### src/rtl/pipe_pkg.sv
// pipe_pkg
//   Shared types for the pipeline hazard controller: FSM state encoding,
//   forwarding-select codes, the shadow-pipeline entry and a match helper.
//   Shadow entries carry a fixed-width rd field (SHADOW_RD_W). Narrower
//   register addresses are zero-extended into it, so REG_AW must not exceed
//   SHADOW_RD_W.
package pipe_pkg;

  localparam int SHADOW_RD_W = 8;

  typedef enum logic [1:0] {
    ST_RUN      = 2'd0,
    ST_FLUSH    = 2'd1,
    ST_MEM_WAIT = 2'd2
  } hcu_state_e;

  localparam logic [1:0] FWD_RF  = 2'd0;
  localparam logic [1:0] FWD_EX  = 2'd1;
  localparam logic [1:0] FWD_MEM = 2'd2;
  localparam logic [1:0] FWD_WB  = 2'd3;

  typedef struct packed {
    logic                   valid;
    logic [SHADOW_RD_W-1:0] rd;
    logic                   regwr;
    logic                   memrd;
  } shadow_entry_t;

  localparam shadow_entry_t SHADOW_EMPTY = {$bits(shadow_entry_t){1'b0}};

  // True when a used, non-zero source names the destination of a valid entry.
  function automatic logic src_hit(input shadow_entry_t          e,
                                   input logic [SHADOW_RD_W-1:0] src,
                                   input logic                   used);
    return used && (src != {SHADOW_RD_W{1'b0}}) && e.valid && (e.rd == src);
  endfunction

endpackage

### src/rtl/hazard_fwd_sel.sv
// hazard_fwd_sel
//   Forwarding-source selector for one source operand.
//   Ports:
//     src       - source register address from ID
//     src_used  - the instruction actually reads src
//     ex_entry / mem_entry / wb_entry - shadow pipeline entries
//     fwd       - 0=regfile, 1=EX, 2=MEM, 3=WB
module hazard_fwd_sel
  import pipe_pkg::*;
#(
  parameter int REG_AW = 3
) (
  input  logic [REG_AW-1:0] src,
  input  logic              src_used,
  input  shadow_entry_t     ex_entry,
  input  shadow_entry_t     mem_entry,
  input  shadow_entry_t     wb_entry,
  output logic [1:0]        fwd
);

  logic [SHADOW_RD_W-1:0] src_ext_s;

  assign src_ext_s = SHADOW_RD_W'(src);

  // Youngest register-writing producer wins; x0 and unused sources read the regfile.
  always_comb begin
    fwd = FWD_RF;
    if (src_hit(ex_entry, src_ext_s, src_used) && ex_entry.regwr) begin
      fwd = FWD_EX;
    end else if (src_hit(mem_entry, src_ext_s, src_used) && mem_entry.regwr) begin
      fwd = FWD_MEM;
    end else if (src_hit(wb_entry, src_ext_s, src_used) && wb_entry.regwr) begin
      fwd = FWD_WB;
    end else begin
      fwd = FWD_RF;
    end
  end

endmodule

### src/rtl/hazard_ctrl_unit.sv
// hazard_ctrl_unit
//   Pipeline hazard controller: tracks EX/MEM/WB in a shadow pipeline,
//   selects forwarding paths, stalls on load-use, flushes after taken
//   branches and freezes the pipe while data memory is busy.
//   Ports:
//     clk, rst_n                 - clock, asynchronous active-low reset
//     id_valid                   - ID holds a real instruction
//     id_rs1/id_rs2, *_used      - ID sources and whether they are read
//     id_rd, id_regwr, id_memrd  - ID destination, writes-reg, is-load
//     br_taken                   - PC redirect resolved in ID this cycle
//     mem_busy                   - data memory not ready
//     fwd_a/fwd_b                - forwarding select per operand
//     stall_if_id, bubble_ex     - hold PC+IF/ID, inject NOP into ID/EX
//     flush_if_id                - kill IF/ID contents
//     freeze                     - hold every pipeline register
//     mem_timeout                - sticky memory-wait timeout
//   Control outputs are combinational: they must act in the same cycle as
//   the br_taken / mem_busy / hazard condition that causes them.
module hazard_ctrl_unit
  import pipe_pkg::*;
#(
  parameter int REG_AW       = 3,
  parameter int LOAD_LAT     = 1,
  parameter int FLUSH_CYCLES = 1,
  parameter int MEM_TMO      = 15
) (
  input  logic              clk,
  input  logic              rst_n,
  input  logic              id_valid,
  input  logic [REG_AW-1:0] id_rs1,
  input  logic [REG_AW-1:0] id_rs2,
  input  logic              id_rs1_used,
  input  logic              id_rs2_used,
  input  logic [REG_AW-1:0] id_rd,
  input  logic              id_regwr,
  input  logic              id_memrd,
  input  logic              br_taken,
  input  logic              mem_busy,
  output logic [1:0]        fwd_a,
  output logic [1:0]        fwd_b,
  output logic              stall_if_id,
  output logic              bubble_ex,
  output logic              flush_if_id,
  output logic              freeze,
  output logic              mem_timeout
);

  localparam int               WAIT_W       = $clog2(MEM_TMO + 1);
  localparam logic [1:0]       FLUSH_RELOAD = 2'(FLUSH_CYCLES - 1);
  localparam logic [WAIT_W-1:0] WAIT_LAST   = WAIT_W'(MEM_TMO - 1);
  localparam logic [WAIT_W-1:0] WAIT_MAX    = WAIT_W'(MEM_TMO);

  shadow_entry_t     ex_r, mem_r, wb_r;
  shadow_entry_t     id_entry_s;
  hcu_state_e        state_r, saved_state_r;
  hcu_state_e        eff_state_s, next_state_s, next_saved_s;
  logic [1:0]        flush_cnt_r, next_cnt_s;
  logic [WAIT_W-1:0] wait_cnt_r;
  logic              mem_timeout_r;

  logic [SHADOW_RD_W-1:0] rs1_ext_s, rs2_ext_s;
  logic              lu_ex_s, lu_mem_s, lu_wb_s, load_use_s;
  logic [1:0]        fwd_a_s, fwd_b_s;
  logic              freeze_s, flush_s, stall_s, bubble_s;

  assign rs1_ext_s  = SHADOW_RD_W'(id_rs1);
  assign rs2_ext_s  = SHADOW_RD_W'(id_rs2);
  assign id_entry_s = '{valid: id_valid, rd: SHADOW_RD_W'(id_rd),
                        regwr: id_regwr, memrd: id_memrd};

  hazard_fwd_sel #(.REG_AW(REG_AW)) u_fwd_a (
    .src      (id_rs1),
    .src_used (id_rs1_used),
    .ex_entry (ex_r),
    .mem_entry(mem_r),
    .wb_entry (wb_r),
    .fwd      (fwd_a_s)
  );

  hazard_fwd_sel #(.REG_AW(REG_AW)) u_fwd_b (
    .src      (id_rs2),
    .src_used (id_rs2_used),
    .ex_entry (ex_r),
    .mem_entry(mem_r),
    .wb_entry (wb_r),
    .fwd      (fwd_b_s)
  );

  // A load only blocks its consumer while it sits in the first LOAD_LAT stages.
  assign lu_ex_s  = ex_r.memrd  && (src_hit(ex_r,  rs1_ext_s, id_rs1_used) ||
                                    src_hit(ex_r,  rs2_ext_s, id_rs2_used));
  assign lu_mem_s = mem_r.memrd && (src_hit(mem_r, rs1_ext_s, id_rs1_used) ||
                                    src_hit(mem_r, rs2_ext_s, id_rs2_used));
  assign lu_wb_s  = wb_r.memrd  && (src_hit(wb_r,  rs1_ext_s, id_rs1_used) ||
                                    src_hit(wb_r,  rs2_ext_s, id_rs2_used));
  assign load_use_s = id_valid && (lu_ex_s ||
                                   ((LOAD_LAT >= 2) && lu_mem_s) ||
                                   ((LOAD_LAT >= 3) && lu_wb_s));

  // While waiting on memory, act as the interrupted state once mem_busy drops,
  // so the return costs no extra cycle.
  always_comb begin
    if (state_r == ST_MEM_WAIT) begin
      eff_state_s = saved_state_r;
    end else begin
      eff_state_s = state_r;
    end
  end

  // Next-state and control decode; priority mem_busy > br_taken > load-use.
  always_comb begin
    next_state_s = state_r;
    next_saved_s = saved_state_r;
    next_cnt_s   = flush_cnt_r;
    freeze_s     = 1'b0;
    flush_s      = 1'b0;
    stall_s      = 1'b0;
    bubble_s     = 1'b0;
    if (mem_busy) begin
      // Flush count is simply held, which preserves it across the wait.
      freeze_s     = 1'b1;
      next_state_s = ST_MEM_WAIT;
      next_saved_s = eff_state_s;
    end else begin
      case (eff_state_s)
        ST_RUN: begin
          if (br_taken) begin
            flush_s  = 1'b1;
            bubble_s = 1'b1;
            if (FLUSH_CYCLES > 1) begin
              next_state_s = ST_FLUSH;
              next_cnt_s   = FLUSH_RELOAD;
            end else begin
              next_state_s = ST_RUN;
              next_cnt_s   = 2'd0;
            end
          end else if (load_use_s) begin
            stall_s      = 1'b1;
            bubble_s     = 1'b1;
            next_state_s = ST_RUN;
          end else begin
            next_state_s = ST_RUN;
          end
        end
        ST_FLUSH: begin
          flush_s  = 1'b1;
          bubble_s = 1'b1;
          if (br_taken) begin
            next_state_s = ST_FLUSH;
            next_cnt_s   = FLUSH_RELOAD;
          end else if (flush_cnt_r <= 2'd1) begin
            // Count reaches zero: this was the last bubble.
            next_state_s = ST_RUN;
            next_cnt_s   = 2'd0;
          end else begin
            next_state_s = ST_FLUSH;
            next_cnt_s   = flush_cnt_r - 2'd1;
          end
        end
        default: begin
          next_state_s = ST_RUN;
          next_cnt_s   = 2'd0;
        end
      endcase
    end
  end

  // FSM state, flush counter and return-state register.
  always_ff @(posedge clk or negedge rst_n) begin
    if (!rst_n) begin
      state_r       <= ST_RUN;
      saved_state_r <= ST_RUN;
      flush_cnt_r   <= 2'd0;
    end else begin
      state_r       <= next_state_s;
      saved_state_r <= next_saved_s;
      flush_cnt_r   <= next_cnt_s;
    end
  end

  // Counts consecutive mem_busy cycles; the timeout flag is sticky until reset.
  always_ff @(posedge clk or negedge rst_n) begin
    if (!rst_n) begin
      wait_cnt_r    <= {WAIT_W{1'b0}};
      mem_timeout_r <= 1'b0;
    end else if (mem_busy) begin
      if (wait_cnt_r != WAIT_MAX) begin
        wait_cnt_r <= wait_cnt_r + WAIT_W'(1);
      end
      if (wait_cnt_r == WAIT_LAST) begin
        mem_timeout_r <= 1'b1;
      end
    end else begin
      wait_cnt_r <= {WAIT_W{1'b0}};
    end
  end

  // Shadow pipeline mirrors the datapath: shifts unless frozen.
  always_ff @(posedge clk or negedge rst_n) begin
    if (!rst_n) begin
      ex_r  <= SHADOW_EMPTY;
      mem_r <= SHADOW_EMPTY;
      wb_r  <= SHADOW_EMPTY;
    end else if (!freeze_s) begin
      wb_r  <= mem_r;
      mem_r <= ex_r;
      if (bubble_s || !id_valid) begin
        ex_r <= SHADOW_EMPTY;
      end else begin
        ex_r <= id_entry_s;
      end
    end
  end

  // Outputs are forced low during reset; mem_busy leaves only freeze active.
  assign freeze      = rst_n & freeze_s;
  assign flush_if_id = rst_n & flush_s;
  assign stall_if_id = rst_n & stall_s;
  assign bubble_ex   = rst_n & bubble_s;
  assign mem_timeout = rst_n & mem_timeout_r;
  assign fwd_a       = (rst_n && !mem_busy) ? fwd_a_s : FWD_RF;
  assign fwd_b       = (rst_n && !mem_busy) ? fwd_b_s : FWD_RF;

endmodule

### config.mk
export PLATFORM = sky130hd
export DESIGN_NAME = hazard_ctrl_unit
export DESIGN_NICKNAME = d
export VERILOG_FILES = /design/src/rtl/pipe_pkg.sv /design/src/rtl/hazard_fwd_sel.sv /design/src/rtl/hazard_ctrl_unit.sv
export SDC_FILE = /design/constraint.sdc
export NUM_CORES = 1
export LEC_CHECK = 0
export ABC_AREA = 1
export CELL_PAD_IN_SITES_DETAIL_PLACEMENT = 0
export CELL_PAD_IN_SITES_GLOBAL_PLACEMENT = 1
export CORE_MARGIN = 2
export CORE_UTILIZATION = 40
export CTS_CLUSTER_DIAMETER = 200
export DETAILED_ROUTE_END_ITERATION = 10
export PLACE_DENSITY = 0.91
export SLEW_MARGIN = 20
export SYNTH_ARGS = -nofsm -noshare
export SYNTH_HDL_FRONTEND = slang
export SYNTH_SLANG_ARGS = --single-unit
### constraint.sdc
create_clock -name clk -period 3.7 [get_ports clk]
set_clock_uncertainty 0.2 [all_clocks]
set_input_delay 0.74 -clock clk [delete_from_list [all_inputs] [get_ports clk]]
set_output_delay 0.74 -clock clk [all_outputs]
set_load 0.03 [all_outputs]
# == After elaboration in Yosys (flattened, before gate mapping) ==
# Index checks and enable logic that the tools add are counted.
# totals
elab_cells,99
output_inout_bits,9
ff_bits,42
inputBits,18
# op_classes
addsub,2
n_eq_ne,12
n_reduce_logical,32
magnitude_cmp,1
muxes,31
bitwise,6
# op_table
op,count
equality test 8 x 3 -> 1 bit,6
2-to-1 mux 2 bit,13
logical AND 1 bit,23
nonzero test 8 bit,2
2-to-1 mux 1 bit,12
2-to-1 mux 11 bit,1
2-to-1 mux 4 bit,2
AND 1 bit,5
adder 4 x 1 -> 4 bit (second input constant),1
equality test 4 bit (second input constant),1
!= test 4 bit (second input constant),1
one-hot mux 1 bit (2 select lines),2
one-hot mux 2 bit (2 select lines),1
AND reduction 2 bit,2
equality test 2 x 1 -> 1 bit (second input constant),1
equality test 2 bit (second input constant),1
less-or-equal comparator 2 x 1 -> 1 bit (second input constant),1
zero test 1 bit,2
zero test 2 bit,1
logical OR 1 bit,2
!= test 2 x 1 -> 1 bit (second input constant),1
!= test 2 bit (second input constant),1
subtractor 2 x 1 -> 2 bit (second input constant),1
NOT 1 bit,1

# == Longest topological paths before layout ==
# Gate-level depths: netlist of run 1.
# depth
word_depth,13
ltp_mapped,11
ltp_nobuf,11

# == By module ==
# From an unflattened synthesis of run 1, not the netlist that was laid out.
# unflattened
cells_unflattened,312
hier_area_um2,2039.5
# modules_own_cells
mod,area_per_inst_um2,n_inst,cells_each,seq_area_each_um2
hazard_ctrl_unit,1403.8,1,174,725.7
hazard_fwd_sel,317.8,2,69,0.0

# == Worst setup path after synthesis of run 1 ==
# OpenSTA, ideal clock, no wires.
# synth_timing
kind,input-to-output
from,in id_rs1[1]
to,out stall_if_id
setup_slack_ps,565
cell_stages,7
t_required_ps,2760
n_path_buf,0
arrival_time_ps,2195
cell_sequence,inv_1 > nor2_1 > nor2_2 > nand3_2 > nand2_2 > nand2_2 > nor4_1
# synth_between
elab_chain_len,12
word_cells_on_any_way,13
classes_between,eq/ne: 1; mux: 4; bitwise: 1; reduce/logical: 7
# synth_rtl
item,line,rtl
from (decl),hazard_ctrl_unit.sv:30,"input logic [REG_AW-1:0] id_rs1,"
nonzero test 8 bit,pipe_pkg.sv:35,return used && (src != {SHADOW_RD_W{1'b0}}) && e.valid && (e.rd == src);
logical AND 1 bit (2 in series),pipe_pkg.sv:35,
logical AND 1 bit (*),pipe_pkg.sv:35,
logical OR 1 bit (*),hazard_ctrl_unit.sv:90,"assign lu_ex_s = ex_r.memrd && (src_hit(ex_r, rs1_ext_s, id_rs1_used) ||"
logical AND 1 bit (*),hazard_ctrl_unit.sv:90,
logical AND 1 bit (*),hazard_ctrl_unit.sv:96,assign load_use_s = id_valid && (lu_ex_s ||
2-to-1 mux 1 bit (*),hazard_ctrl_unit.sv:137,end else if (load_use_s) begin
2-to-1 mux 1 bit (*),hazard_ctrl_unit.sv:127,if (br_taken) begin
2-to-1 mux 1 bit (*),hazard_ctrl_unit.sv:125,case (eff_state_s)
2-to-1 mux 1 bit (*),hazard_ctrl_unit.sv:119,if (mem_busy) begin
AND 1 bit (*),hazard_ctrl_unit.sv:218,assign stall_if_id = rst_n & stall_s;
to (decl),hazard_ctrl_unit.sv:41,"output logic stall_if_id,"
# Every way passes the cells marked *; elsewhere a longest branch is shown, timed or not.

# == Worst setup path in the final report of run 1 ==
# layout_timing
from,in id_rs1[0]
to,out stall_if_id
# Same word-level chain as after synthesis.

==> run_results.csv, run 1 <==
group,metric,value,unit
outcome,status,"finished clean",
global_routing,antenna_found_initial,0,
setup_path,cp-startpoint,"id_rs1[0]",
sta,setup_violations,0,
global_routing,overflow,0,
die,coreArea,3740,um2
die,dieArea,4510,um2
power,leakage,0.976,nW
global_routing,grt_pass1_vias,1307,
layout,n_fill_cell,419,
sta,finalSetupTns,0,ps
global_routing,grt_max_degree,34,
die,initial_utilization,42.6,%
sta,whs,281,ps
layout,regArea,676,um2
sta,fin_crit,3240,ps
synth,ys_top_cells_by_area,"dfrtp_1 42%, nand2_1 16%, inv_1 6.1%, a21oi_1 3.5%, nand3_1 3.5%",
placed_design,io_buffer_count,26,
global_routing,grt_pass1_wl,5.81,mm
detailed_routing,drtIter0Drc,57,
clocking,root_buffer,"clkbuf_8",
layout,syn_to_final_growth,21.0,%
setup_path,slowest_stage,"clkdlybuf4s50_1",
placed_design,place_inst,284,
placed_design,hpwl,2.48,mm
synth,synth.most_common_cell,"nand2_1",
clocking,cts_tree,"yes",
sta,worst_slack,455,ps
global_routing,grt_usage,16.7,%
synth,synthFlopType,"dfrtp_1",
synth,syn_avg_cell_area,7.52,um2
sta,slew_viol_final,0,
synth,ys_seq_elements,27,
synth,syn_area,1600,um2
layout,drive_above_1_share,13.8,%
placed_design,placed_area,1880,um2
synth,yosys.area.top_type,"dfrtp_1",
detailed_routing,totalWireLength,3.25,mm
setup_path,worstSetupStartpointType,"input port",
synth,ys_top_cells_by_count,"69 x nand2_1, 27 x dfrtp_1, 26 x inv_1",
sta,grt_setup_unrepaired,"false",
layout,fin_nets,261,
die,die_h,67.2,um
sta,finalCritPeriodShare,87.7,%
setup_path,max_stage_delay,610,ps
die,die_x,67.2,um
setup_path,cp_max_fo,6,
detailed_routing,drt_first_pass_iters,4,
clocking,cts-buffers-inserted,3,
power,peakVddDrop,0.160,mV
detailed_routing,final_antenna_net_count,0,
setup_path,reg2reg_to,"ex_r[10]$_DFFE_PN0N_",
clocking,clock_path_buffers,2,
detailed_routing,vias,1360,
synth,syn-instance-count,212,
setup_path,arrival,2300,ps
min_path,hold_class,"flip-flop to flip-flop",
layout,fin_cells,288,
die,ios,27,
setup_path,reg2reg_slack,2150,ps
layout,diodes,0,
clocking,cts.reportedPaths.clkPinSlew,100,ps
power,powerDensity,316,nW/um2
setup_path,crit_path_end,"stall_if_id",
clocking,htreeDepth,1,
setup_path,required,2760,ps
setup_path,worstReg2RegStart,"ex_r[2]$_DFFE_PN0N_",
setup_path,crit_type,"input port to output pin",
layout,final_area,1930,um2
synth,ys_seq_area_share,42.4,%
synth,synth_warnings,0,
clocking,clk_latency,270,ps
sta,worstMarginPinSlew,391,ps
synth,synth.distinct_cells,33,
sta,fmax,308,MHz
setup_path,path_cells,"clkdlybuf4s50_1, inv_2, nand2_1, nand2_1, nor2_2, nand3_2, nand2_2, nand2_2, nor4_1, buf_4",
clocking,cts_hold_buf,0,
die,core.rowCount,22,
synth,synth_edf_count,0,
detailed_routing,post-route-drc-count,0,
layout,multi_input_area,781,um2
detailed_routing,vias_per_cell,4.72,
setup_path,rr_worst_depth,11,
placed_design,dp_worst_setup_slack,478,ps
synth,synthArstFlopShare,100,%
synth,syn_nets,232,
placed_design,gp_congestion,0.834,
run,cap_violations,0,
sta,max_slew_margin,73.9,%
detailed_routing,post_drt_wl_per_cell,11.3,um
sta,finalHoldViolations,0,
synth,yosys.area.top_type_share,42.4,%
setup_path,end_kind,"output pin",
clocking,cts_setup_buffers,0,
clocking,cts.repair.resized,0,
clocking,clkSinkCount,27,
==> worst min path at each step <==
stage	from	end	slack, ps	cells past startpoint
2_1_floorplan	rst_n	ex_r[0]$_DFFE_PN0N_	240	0
3_3_place_gp	mem_timeout_r$_DFFE_PN0P_	mem_timeout_r$_DFFE_PN0P_	250	1
3_5_place_dp	wb_r[10]$_DFFE_PN0N_	wb_r[10]$_DFFE_PN0N_	260	2
4_1_cts	wb_r[10]$_DFFE_PN0N_	wb_r[10]$_DFFE_PN0N_	290	2
5_1_grt	mem_timeout_r$_DFFE_PN0P_	mem_timeout_r$_DFFE_PN0P_	320	1
6_report	wb_r[10]$_DFFE_PN0N_	wb_r[10]$_DFFE_PN0N_	280	2
==> power by group <==
part	switching, W	total (W)	internal (W)
logic	0.0000620	0.000109	0.0000467
clock network	0.0000928	0.000169	0.0000765
registers	0.0000179	0.000331	0.000313
==> critical path, delay by kind of cell <==
family	cells	cell delay, ps
buffers and inverters	3	890
AND/OR/NAND/NOR	7	690
==> layout make-up <==
class	count	share of cell area, %
Tap cell	48	3.11
Clock inverter	1	0.389
Timing Repair Buffer	28	13.1
Clock buffer	3	2.14
Inverter	30	5.83
Sequential cell	27	35.0
Multi-Input combinational cell	151	40.4
==> flip-flops by register name, summed over array words and instances (netlist names) <==
| register | count |
|---|---|
| state_r | 2 |
| ex_r | 6 |
| wb_r | 5 |
| mem_r | 5 |
| mem_timeout_r | 1 |
| flush_cnt_r | 2 |
| saved_state_r | 2 |
| wait_cnt_r | 4 |
==> kinds of logic after synthesis <==
logic type	share of synthesized area (%)
muxes	0.706
AOI/OAI and AO/OA	13.5
buffers and inverters	8.71
DFF	42.4
xor gates and xnor gates	2.75
adders and majority gates	1.57
and+or+nand+nor	30.4
==> metrics by stage <==
step	power, W	utilization [%]
finish	0.000609	51.6
global route	0.000653	51.6
CTS	0.000619	51.6
detailed placement	0.000447	50.3
global placement	0.000446	50.3
floorplan	0.000399	-
==> metal layers <==
layer	vias to the layer above	GRT usage (%)	routed length, um
met3	2	2.00	150
met4	0	3.06	10
li1	735	-	-
met1	589	23.6	1650
met5	-	0	0
met2	34	28.0	1440
==> cell usage in the layout, fill, tap and decap left out, types with 2 or more instances in the layout <==
cell type and instances:
clkbuf_8 3, nand2_2 3, a21oi_1 11, ha_1 2, nand2_1 69, xnor2_1 3
buf_4 11, a211oi_1 3, clkdlybuf4s50_1 17, nand3_1 11, inv_2 3, nor2_2 4
inv_1 26, nor4_1 2, nand3_2 2, xor2_1 2, nand4_1 3, dfrtp_1 27
nor2_1 13, o21ai_0 11
Power figures use the tool's default switching activity.
==> run 2, diff against run 1 <==
- CELL_PAD_IN_SITES_DETAIL_PLACEMENT: 0 -> 2
- CELL_PAD_IN_SITES_GLOBAL_PLACEMENT: 1 -> 2
- CORE_UTILIZATION: 40 -> 32
- PLACE_DENSITY: 0.91 -> 0.83
==> run_results.csv, run 2 (synthesis gave the netlist of run 1 again) <==
group,metric,value,unit
layout,fin_cells,307,
layout,fin_util,41.1,%
clocking,root_buffer,"clkbuf_8",
placed_design,gp_congestion,0.790,
clocking,cts_tree,"yes",
layout,diodes,0,
placed_design,hpwl,3.42,mm
detailed_routing,vias,1481,
layout,fin_nets,261,
sta,finalHoldViolations,0,
layout,largest_registers,"ex_r x6, mem_r x5, wb_r x5",
clocking,cts-buffers-inserted,3,
clocking,clk_latency,280,ps
setup_path,worstSetupStartpointType,"input port",
die,ios,27,
die,die_x,74.6,um
sta,grt_setup_unrepaired,"false",
layout,final_common_cell,"nand2_1",
detailed_routing,drtIter0Drc,38,
clocking,clkSinkCount,27,
layout,final_cell_mix,"69 x nand2_1, 27 x dfrtp_1, 26 x inv_1, 17 x clkdlybuf4s50_1, 13 x nor2_1",
setup_path,slowest_stage,"clkdlybuf4s50_1",
run,cap_violations,0,
power,leakage,0.980,nW
setup_path,reg2reg_to,"ex_r[10]$_DFFE_PN0N_",
setup_path,cp_max_fo,5,
detailed_routing,post_drt_wl_per_cell,14.1,um
detailed_routing,final_antenna_net_count,0,
setup_path,crit_type,"input port to output pin",
global_routing,grt_pass1_wl,7.31,mm
global_routing,grt_usage,17.1,%
clocking,cts_setup_buffers,0,
sta,fmax,301,MHz
detailed_routing,totalWireLength,4.32,mm
placed_design,dp_worst_setup_slack,377,ps
die,core.rowCount,25,
min_path,holdPathStages,1,
layout,top_register,"ex_r",
die,dieArea,5570,um2
global_routing,antenna_found_initial,0,
global_routing,grt_max_degree,34,
detailed_routing,drt_first_pass_iters,4,
min_path,hold_class,"flip-flop to flip-flop",
setup_path,arrival,2380,ps
clocking,cts_hold_buf,0,
outcome,status,"finished clean",
detailed_routing,post-route-drc-count,0,
setup_path,worstReg2RegStart,"ex_r[3]$_DFFE_PN0N_",
sta,finalCritPeriodShare,89.9,%
setup_path,end_kind,"output pin",
clocking,htreeDepth,1,
detailed_routing,vias_per_cell,4.82,
sta,setup_violations,0,
global_routing,grt_pass1_vias,1537,
layout,syn_to_final_growth,22.4,%
die,die_h,74.6,um
sta,fin_crit,3320,ps
placed_design,io_buffer_count,26,
sta,slew_viol_final,0,
setup_path,rr_worst_depth,11,
die,initial_utilization,33.6,%
power,peakVddDrop,0.192,mV
clocking,cts.reportedPaths.clkPinSlew,90,ps
sta,max_slew_margin,74.4,%
layout,largest_reg_flops,6,
layout,drive_above_1_share,13.8,%
setup_path,path_cells,"clkdlybuf4s50_1, inv_2, nand2_1, nand2_1, nor2_1, nand3_2, nand2_2, nand2_2, nor4_1, buf_4",
setup_path,required,2760,ps
placed_design,place_inst,303,
power,powerDensity,317,nW/um2
setup_path,reg2reg_slack,2040,ps
sta,worst_slack,375,ps
clocking,clock_path_buffers,2,
die,coreArea,4750,um2
clocking,cts.repair.resized,0,
setup_path,max_stage_delay,590,ps
global_routing,overflow,0,
sta,worstMarginPinSlew,382,ps
sta,finalSetupTns,0,ps
min_path,hp-start,"mem_timeout_r$_DFFE_PN0P_",
min_path,whs_endpoint,"mem_timeout_r$_DFFE_PN0P_",
[run 2: cell types whose count changed in the layout (fill, tap and decap cells not counted)]
cell        previous run  this run
clkinvlp_4             1         0
clkinv_2               0         1
[run 2: worst max-delay path, delay by kind of cell]
family | cells | cell delay (ps)
buffers and inverters | 3 | 900
and+or+nand+nor | 7 | 740
[run 2: metrics by stage]
step / instance area (um2) / power, W / hold slack, ps
after floorplan: 1600 / 0.000399 / 237
after global placement: 1910 / 0.000449 / 258
after detailed placement: 1910 / 0.000455 / 265
after CTS: 1950 / 0.000628 / 294
after global routing: 1950 / 0.000657 / 313
final: 1950 / 0.000618 / 288
[run 2: cell type report]
cell class                 instances  area, um2
multi-input combinational        151        781
fill                             594       2800
sequential                        27        676
clock buffer                       3       41.3
inverter                          30        113
timing repair buffer              28        253
clock inverter                     1       5.00
tap                               67       83.8
[run 2: worst max-delay path by stage]
stage / start / endpoint / slack [ps] / cells past startpoint
after global routing: id_rs2[0] / stall_if_id / 210 / 10
after detailed placement: id_rs2[2] / stall_if_id / 380 / 10
after CTS: id_rs2[2] / stall_if_id / 360 / 10
final: id_rs2[0] / stall_if_id / 380 / 10
after global placement: id_rs2[0] / stall_if_id / 400 / 10
after floorplan: id_rs1[1] / stall_if_id / 560 / 7
[run 2: metal layers]
metal  global-route usage [%]  part of all wire (%)
met1                     23.2                    47
met2                     29.5                    50
met3                     1.63                   2.6
met4                     4.17                  0.79
met5                        0                     0
[run 2: power by group]
group / switching, W / internal (W) / leakage, nW
clock: 0.0000963 / 0.0000757 / 0.0255
combinational: 0.0000675 / 0.0000467 / 0.592
sequential: 0.0000184 / 0.000313 / 0.363
